$ cat config.mk
export PLATFORM = sky130hd
export DESIGN_NAME = prebuf_arbiter
export DESIGN_NICKNAME = d
export VERILOG_FILES = /design/src/rtl/prebuf_arbiter.sv
export SDC_FILE = /design/constraint.sdc
export NUM_CORES = 1
export LEC_CHECK = 0
export CAP_MARGIN = 20
export CORE_ASPECT_RATIO = 0.6
export CORE_MARGIN = 10
export CORE_UTILIZATION = 35
export DETAILED_ROUTE_END_ITERATION = 7
export PLACE_DENSITY_LB_ADDON = 0.25
export SYNTH_ARGS = -nofsm -noshare
export SYNTH_HDL_FRONTEND = slang
export SYNTH_SLANG_ARGS = --single-unit
$ cat constraint.sdc
create_clock -name clk -period 3.4 [get_ports clk]
set_input_delay 0.68 -clock clk [delete_from_list [all_inputs] [get_ports clk]]
set_output_delay 0.68 -clock clk [all_outputs]
set_load 0.02 [all_outputs]
$ cat src/rtl/prebuf_arbiter.sv
// Shares one single-port preBuffer RAM between a wrapping-pointer write stream and a random-access reader.
// Grants are combinational and read data returns one cycle after rd_gnt. On a tie the side that lost last time wins. The reader sees no backpressure beyond its grant.
module prebuf_arbiter #(
    parameter int DWIDTH   = 16,
    parameter int AWIDTH   = 12,
    parameter int MEM_SIZE = 3840
) (
    input  logic              clk,
    input  logic              rst,
    input  logic              wr_valid,
    input  logic [DWIDTH-1:0] wr_data,
    input  logic              wr_sof,
    output logic              wr_ready,
    output logic              wr_wrap,
    output logic [AWIDTH-1:0] wr_ptr,
    input  logic              rd_req,
    input  logic [AWIDTH-1:0] rd_addr,
    output logic              rd_gnt,
    output logic              rd_valid,
    output logic              rd_err,
    output logic [DWIDTH-1:0] rd_data,
    output logic              ram_ce,
    output logic              ram_we,
    output logic [AWIDTH-1:0] ram_addr,
    output logic [DWIDTH-1:0] ram_d,
    input  logic [DWIDTH-1:0] ram_q
);

    typedef enum logic {GNT_WRITE = 1'b0, GNT_READ = 1'b1} gnt_e;

    localparam logic [AWIDTH-1:0] LAST_ADDR = AWIDTH'(MEM_SIZE - 1);
    // One extra bit so the bound also works when MEM_SIZE == 2**AWIDTH.
    localparam logic [AWIDTH:0]   SIZE_EXT  = (AWIDTH+1)'(MEM_SIZE);

    gnt_e              last_grant_q, last_grant_d;
    logic [AWIDTH-1:0] wr_ptr_q, wr_ptr_d;
    logic              wr_wrap_q, wr_wrap_d;
    logic              rd_valid_q, rd_valid_d;
    logic              rd_err_q, rd_err_d;

    logic              grant_wr;
    logic              grant_rd;
    logic              rd_illegal;
    logic [AWIDTH-1:0] wr_addr;

    always_comb begin
        grant_wr   = wr_valid & (~rd_req | (last_grant_q == GNT_READ));
        grant_rd   = rd_req & ~grant_wr;
        rd_illegal = ({1'b0, rd_addr} >= SIZE_EXT);
        wr_addr    = wr_sof ? '0 : wr_ptr_q;

        ram_ce   = 1'b0;
        ram_we   = 1'b0;
        ram_addr = '0;
        ram_d    = '0;
        if (grant_wr) begin
            ram_ce   = 1'b1;
            ram_we   = 1'b1;
            ram_addr = wr_addr;
            ram_d    = wr_data;
        end else if (grant_rd && !rd_illegal) begin
            ram_ce   = 1'b1;
            ram_addr = rd_addr;
        end
    end

    always_comb begin
        last_grant_d = last_grant_q;
        wr_ptr_d     = wr_ptr_q;
        wr_wrap_d    = 1'b0;
        rd_valid_d   = grant_rd;
        rd_err_d     = grant_rd & rd_illegal;
        if (grant_wr) begin
            last_grant_d = GNT_WRITE;
            wr_wrap_d    = (wr_addr == LAST_ADDR);
            wr_ptr_d     = (wr_addr == LAST_ADDR) ? '0 : wr_addr + 1'b1;
        end else if (grant_rd) begin
            last_grant_d = GNT_READ;
        end
    end

    always_ff @(posedge clk or posedge rst) begin
        if (rst) begin
            last_grant_q <= GNT_READ;
            wr_ptr_q     <= '0;
            wr_wrap_q    <= 1'b0;
            rd_valid_q   <= 1'b0;
            rd_err_q     <= 1'b0;
        end else begin
            last_grant_q <= last_grant_d;
            wr_ptr_q     <= wr_ptr_d;
            wr_wrap_q    <= wr_wrap_d;
            rd_valid_q   <= rd_valid_d;
            rd_err_q     <= rd_err_d;
        end
    end

    assign wr_ready = grant_wr;
    assign rd_gnt   = grant_rd;
    assign wr_ptr   = wr_ptr_q;
    assign wr_wrap  = wr_wrap_q;
    assign rd_valid = rd_valid_q;
    assign rd_err   = rd_err_q;
    assign rd_data  = rd_err_q ? '0 : ram_q;

endmodule

==> results of run 1 <==
## synth_stat cells, drive strengths merged
library cell and instances:
a21oi 1, a311o 1, nand3 5, nor4 4, o21ai 3, a31oi 1, nor3b 1, nand3b 2
dfstp 1, nand4 2, o22ai 1, nor2 5, nand2 9, a31o 1, o311ai 1, and3 18
or2b 1, nand2b 1, dfrtp 15, o21a 1, inv 7, and4b 2, clkbuf 9, o2bb2ai 2
a21boi 1, or2 1, o31ai 5, nor3 2, nand4b 2, a41oi 1, o31a 1, and2 2
a211oi 2, a22o 17, ha 1, nor2b 18, buf 4, a32o 1
## layout make-up
cell class	count	area, um2
clock buffer	4	55.1
fill	306	1090
inverter	7	26.3
multi-input combinational	116	838
sequential	16	402
tap	47	58.8
timing repair buffer	121	1190
## worst register-to-register path, cell delays in order, from the launching register on
cell and delay [ns]:
dfrtp_1 0.39, nor2b_1 0.32, ha_1 0.30, nand3_4 0.16
nor4_4 0.49, o31ai_1 0.14, a22o_1 0.25
## metrics by stage
step / utilization [%] / hold slack, ns / power, mW
2_1_floorplan: - / 0.459 / 0.393
3_3_place_gp: 68.6 / 0.470 / 0.584
3_5_place_dp: 68.6 / 0.474 / 0.585
4_1_cts: 70.1 / 0.484 / 0.758
5_1_grt: 70.1 / 0.521 / 0.793
6_report: 70.1 / 0.481 / 0.753
## where the power goes
part	total (mW)	switching (mW)	internal [mW]
Combinational	0.344	0.157	0.187
Clock	0.172	0.0693	0.103
Sequential	0.237	0.0290	0.208
Total	0.753	0.256	0.497
## routing by layer
metal	up-vias	routed length, um	global-route usage [%]
li1	799	-	-
met1	737	2600	20.3
met2	93	2550	27.2
met3	4	588	5.91
met4	0	23	2.14
met5	-	0	0
## flip-flops by register name, summed over array words and instances, names as in the netlist
register,cells
wr_ptr,12
last_grant_q,1
rd_err,1
rd_valid,1
wr_wrap,1
## layout by cell type (no fill, tap or decap), types with 3 or more instances in the layout
| cell type | netlist | routed |
|---|---|---|
| inv_1 | 7 | 7 |
| clkdlybuf4s50_1 | 0 | 111 |
| buf_4 | 2 | 10 |
| nor2_1 | 4 | 4 |
| and3_1 | 17 | 17 |
| a22o_1 | 16 | 16 |
| nor2b_1 | 18 | 18 |
| nand3_1 | 4 | 4 |
| o21ai_0 | 3 | 3 |
| o31ai_1 | 5 | 5 |
| clkbuf_8 | 0 | 4 |
| dfrtp_1 | 15 | 15 |
| nand2_1 | 9 | 9 |
## worst max path at each step
stage,startpoint,to,slack (ns)
floorplan,rd_req,ram_addr[1],1.06
global placement,rd_addr[9],ram_ce,0.20
detailed placement,rd_addr[9],ram_ce,0.19
CTS,rd_addr[9],ram_ce,0.19
global route,rd_req,ram_ce,0.13
finish,rd_addr[9],ram_ce,0.21
## kinds of logic (layout without fill, tap and decap cells)
kind of cell             count (synthesis)  in the layout
buffers and inverters                   20            132
adder cells (fa/ha/maj)                  1              1
flip-flops                              16             16
AND/OR/NAND/NOR                         75             75
AO/OA/AOI/OAI                           40             40
==> results.txt, run 1 <==
Total of max-cap violations - 0
Vias in the first global route - 1538
Rows - 17
Placed inst area - 2510 um2
Final setup margin - 0.207 ns
Post-CTS Setup Inserts - 0
CP Capture Type - output pin
Post-route ant nets - 0
Final Cell Area - 2570 um2
TritonCTS Sinks - 16
Post-Synth Simple-Gate Area - 37.9%
Drt first pass iters - 4
Hold WC Path Type - flop to flop
Core Box Area - 3660 um2
Post-Syn Instances - 152
# port buffers - 111
Final cell count without fillers - 311
Total I/O pin count - 112
Synth Warn # - 0
Final Skew - 0.00478 ns
Largest net degree at the start of global routing - 20
Final period utilization - 93.9%
Final setup viols - 0
#FFs+latches synth - 16
Clock tree from TritonCTS - done
Most area-hungry cell type in the Yosys netlist - dfrtp_1
Via count - 1633
Via density - 5.25
Area grow syn2layout - 93.7%
Final Hold Viols - 0
GP Congestion - 0.839
Hold depth - 2
Synth area leaders - dfrtp_1, a22o_1, nor2b_1
Worst-path fanout max - 6
Wire per inst - 18.5 um
Crit path launch type - input port
Pwr dens - 293 nW/um2
Post-detailed-route DRC marker count - 0
Setup WS pre-CTS - 0.192 ns
Slowest CP cell - clkdlybuf4s50_1
Die H - 67.7 um
H-tree Lvls - 1
Resized cells post-CTS - 0
Required @ worst endpoint - 2.72 ns
RSZ-0062 raised after global routing - no
Total Wirelength - 5770 um
Tmin final - 3.19 ns
Setup TNS Final - 0 ns
Root Driver - clkbuf_8
Starting density of the core - 36.2%
First-pass GRT wire length - 8780 um
Cell Area, Synth - 1330 um2
Worst r2r src - wr_ptr[1]
Leak Pwr - 1.13 nW
Synth top area share - 28.3%
Cells after DPL - 307
Worst VDD drop - 0.000231 V
Net Count, Synth - 202
Die Width - 99.4 um
Nets - 315
Cell mode on critical path - clkdlybuf4s50_1
Worst Path Buf+Inv - 3
Max incr delay on CP - 0.55 ns
Max Freq - 0.313 GHz
Inserted Clock Buffers - 3
WP data arrival - 2.51 ns
Post-synthesis compound-gate area fraction - 24.5%
Tightest Pin Transition - 0.617 ns
Avg Cell Area, Syn - 8.72 um2
Worst flop-to-flop path endpoint - wr_ptr[10]
Post-synth cell types - 47
Worst-case clock buffer depth - 2
Slew HR - 58.8%
Grt ovf - 0
Synth Area in XOR/XNOR - 0%
Global router's overall resource usage - 16.3%
Post-synthesis adder-cell area fraction - 0.944%
Ant diodes - 0
Hold path start - last_grant_q
Mux share of post-synthesis cell area - 0%
Post-DP HPWL - 4830 um
Worst skew pair latency - 0.25 ns
Initial drt markers - 128
Status - completed
Slew Limit Fails - 0
Largest family of logic cells by synthesized area - simple AND/OR/NAND/NOR gates
CP top delay family - buffers and inverters
Levels on crit path - 6
Depth of the worst register-to-register path - 6
Setup CP Type - input port to output pin
Sequential share of the synthesized area - 30.3%
Reg2reg setup slack - 1.23 ns
Reg clk slew, reported paths - 0.06 ns
CP cell instances - clkdlybuf4s50_1 > nand4_1 > and3_1 > buf_4 > or2_2 > clkdlybuf4s50_1
Hold buffer count at cts - 0
Initial antenna violation count - 0
Worst hold path endpoint - last_grant_q
Layout cells sized above 1 - 10.2%
Die area - 6730 um2
Power figures use the tool's default switching activity.
==> run 2, diff against run 1 <==
- ABC_AREA: unset -> 1
==> run 2 against run 1 <==
  * Synthesized cell count increased by 49%
  * Clock skew is 0.0019 ns lower
  * Global-route usage rose by 0.80 points
  * Combinational power fell by 15%
  * Highest routed layer unchanged
  * Via count increased by 6.8%
  * First-iteration DRC count decreased by 27%
  * Hold slack improved by 0.049 ns
  * Register-to-register slack improved by 0.49 ns
==> results.txt, run 2 <==
Top-count cell post-synth - inv_1
Ys async rst share - 100% (unchanged)
Post-route ant nets - 0 (unchanged)
Crit path launch - rd_req
RSZ-0062 raised after global routing - no
Drt first pass iters - 4 (unchanged)
Vias in the first global route - 1636 (+6.4%)
Hold depth - 2 (unchanged)
Reg2reg setup slack - 1.72 ns (+0.49 ns)
Post-Synth Simple-Gate Area - 42.1% (+4.2 points)
Synth area leaders - dfrtp_1, inv_1, nor2_1
Hold buffer count at cts - 0 (unchanged)
First-pass GRT wire length - 9650 um (+10%)
Required @ worst endpoint - 2.72 ns (about the same)
Layout cells sized above 1 - 7.46% (-2.8 points)
Tmin final - 3.22 ns (+0.0293 ns)
Final setup viols - 0 (unchanged)
Via count - 1744 (+6.8%)
Clock share of power - 22.8% (about the same)
Largest register FFs - 12 (unchanged)
Most common cell after layout, fill and taps aside - clkdlybuf4s50_1
Root Driver - clkbuf_8
Cells after DPL - 377 (+23%)
Ant diodes - 0 (unchanged)
Max incr delay on CP - 0.64 ns (+0.09 ns)
Inserted Clock Buffers - 3 (unchanged)
Total I/O pin count - 112 (unchanged)
Setup WS pre-CTS - 0.0945 ns (-0.0971 ns)
Sequential share of power - 32.2% (+0.8 points)
Die area - 7120 um2 (+5.8%)
Total of max-cap violations - 0 (unchanged)
Initial antenna violation count - 0 (unchanged)
Largest net degree at the start of global routing - 39 (+95%)
Initial drt markers - 93 (-27%)
Hold path start - last_grant_q
Die H - 69.5 um (+2.7%)
Final setup margin - 0.177 ns (-0.0293 ns)
Core Box Area - 3790 um2 (+3.5%)
GP Congestion - 0.857 (+2.1%)
Net Count, Synth - 277 (+37%)
Status - completed
Nets - 386 (+23%)
Post-synthesis compound-gate area fraction - 7.36% (-17 points)
Synth Area in XOR/XNOR - 3.07% (+3.1 points)
Starting density of the core - 37.7% (+1.5 points)
Commonest cells after routing, fill and taps aside - clkdlybuf4s50_1, inv_1, nor2_1, nand2_1, nand3_1
Fillcell total - 331 (+8.2%)
Post-synth EDFFs - 0 (unchanged)
# port buffers - 111 (unchanged)
Switch share - 34.1% (+0.17 points)
Slew HR - 58.8% (about the same)
WP data arrival - 2.54 ns (+0.03 ns)
Synth Warn # - 0 (unchanged)
#FFs+latches synth - 16 (unchanged)
Worst VDD drop - 0.000159 V (-31%)
Area grow syn2layout - 83.1%
Depth of the worst register-to-register path - 10 (+4)
Slew Limit Fails - 0 (unchanged)
Pwr Total - 0.655 mW (-13%)
Predominant post-synthesis flop cell - dfrtp_1
Post-synthesis adder-cell area fraction - 0.876% (-0.068 points)
Grt ovf - 0 (unchanged)
Setup TNS Final - 0 ns (unchanged)
Post-synth cell types - 28 (-40%)
Final period utilization - 94.8% (+0.86 points)
Clock tree from TritonCTS - done
Total Wirelength - 6290 um (+9.1%)
Rows - 17 (unchanged)
Final Hold Viols - 0 (unchanged)
Combinational power share - 45.0% (-0.7 points)
Global router's overall resource usage - 17.1% (+0.80 points)
Post-Syn Instances - 227 (+49%)
Wire per inst - 16.5 um (-11%)
Synth top area share - 26.3% (-2.0 points)
Tightest Pin Transition - 0.617 ns (-0.000331 ns)
CP cell instances - clkdlybuf4s50_1 > inv_2 > o21ai_2 > inv_1 > nor2_4 > buf_12 > nand3_1 > o21ai_0 > clkdlybuf4s50_1
CP Capture Type - output pin
Reg clk slew, reported paths - 0.06 ns (about the same)
Final cell count without fillers - 382 (+23%)
Setup CP Type - input port to output pin
Final Skew - 0.00290 ns (-0.00188 ns)
Sequential share of the synthesized area - 28.1% (-2.2 points)
Post-DP HPWL - 5350 um (+11%)
Worst r2r src - wr_ptr[0]
Pwr dens - 250 nW/um2 (-15%)
Crit path launch type - input port
Hold WC Path Type - flop to flop
Mux share of post-synthesis cell area - 0% (unchanged)
Most area-hungry cell type in the Yosys netlist - dfrtp_1
Max Freq - 0.310 GHz (-0.91%)
Leak Pwr - 1.30 nW (+15%)
Die Width - 102 um (+3.0%)
Worst-case clock buffer depth - 2 (unchanged)
Commonest cells in the netlist - inv_1, nor2_1, nand2_1
Storage cell area - 402 um2 (unchanged)
P_int - 0.431 mW (-13%)
Final Cell Area - 2610 um2 (+1.9%)
Avg Cell Area, Syn - 6.29 um2 (-28%)
Cell mode on critical path - clkdlybuf4s50_1
Via density - 4.57 (-13%)
Multi-input logic area - 762 um2 (-9.1%)
Cell Area, Synth - 1430 um2 (+7.7%)
Worst skew pair latency - 0.25 ns (about the same)
Largest family of logic cells by synthesized area - simple AND/OR/NAND/NOR gates
H-tree Lvls - 1 (unchanged)
Post-detailed-route DRC marker count - 0 (unchanged)
Psw - 0.223 mW (-13%)
TritonCTS Sinks - 16 (unchanged)
Worst-path fanout max - 15 (+9)
Slowest CP cell - clkdlybuf4s50_1
Placed inst area - 2550 um2 (+1.4%)
run 2: cell types whose count changed in the layout (fill, tap and decap cells not counted), moves of 5 or more:
cell | previous run | this run
nand3_1 | 4 | 27
nor2b_1 | 18 | 0
nor2_1 | 4 | 44
buf_4 | 10 | 3
nand2_1 | 9 | 40
inv_1 | 7 | 47
a22o_1 | 16 | 0
and3_1 | 17 | 0
o21ai_0 | 3 | 14
o31ai_1 | 5 | 0
run 2: logic make-up after synthesis:
kind of cell    after synthesis
compound gates               19
xor+xnor                      5
fa+ha+maj                     1
buf+inv                      61
flops                        16
simple gates                125
run 2: worst max-delay path: cells and delay by family:
family                 cells  cell delay (ns)
and+or+nand+nor            2             0.19
buffers and inverters      5             1.45
AOI/OAI and AO/OA          2             0.22
run 2: power by group through the flow:
stage,clock (mW),sequential (mW),combinational [mW]
floorplan,0,0.223,0.126
global placement,0,0.214,0.289
detailed placement,0,0.214,0.293
CTS,0.154,0.211,0.294
global route,0.161,0.212,0.318
finish,0.149,0.211,0.294
run 2: what timing repair did:
| action | CTS | global route |
|---|---|---|
| resized for setup | 0 | 1 |
| buffers inserted | 0 | 1 |
| setup endpoints to repair | 0 | 5 |
run 2: per-stage QoR:
stage	util [%]	hold slack (ns)
6_report	69.0	0.530
5_1_grt	69.0	0.551
4_1_cts	68.4	0.535
3_5_place_dp	67.3	0.525
3_3_place_gp	67.3	0.526
2_1_floorplan	-	0.493
run 2: layout make-up:
| type | count | share of cell area, % |
|---|---|---|
| clock buffers | 4 | 1.72 |
| repair buffers | 115 | 44.2 |
| flip-flops and latches | 16 | 15.4 |
| multi-input cells | 150 | 29.2 |
| well taps | 47 | 2.25 |
| inverters | 50 | 7.28 |
run 2: routing by layer:
layer  track usage [%]  share of wire (%)
met1              23.1                 46
met2              26.3                 43
met3              5.75                 11
met4              1.39               0.21
met5                 0                  0
run 2: path summary, 6_finish.rpt:
path / endpoint
min in group asynchronous: wr_ptr[8]
max in group asynchronous: wr_ptr[4]
worst max-delay path: ram_addr[7]
worst max register to register: wr_ptr[11]
worst min register to register: last_grant_q
worst min-delay path: last_grant_q
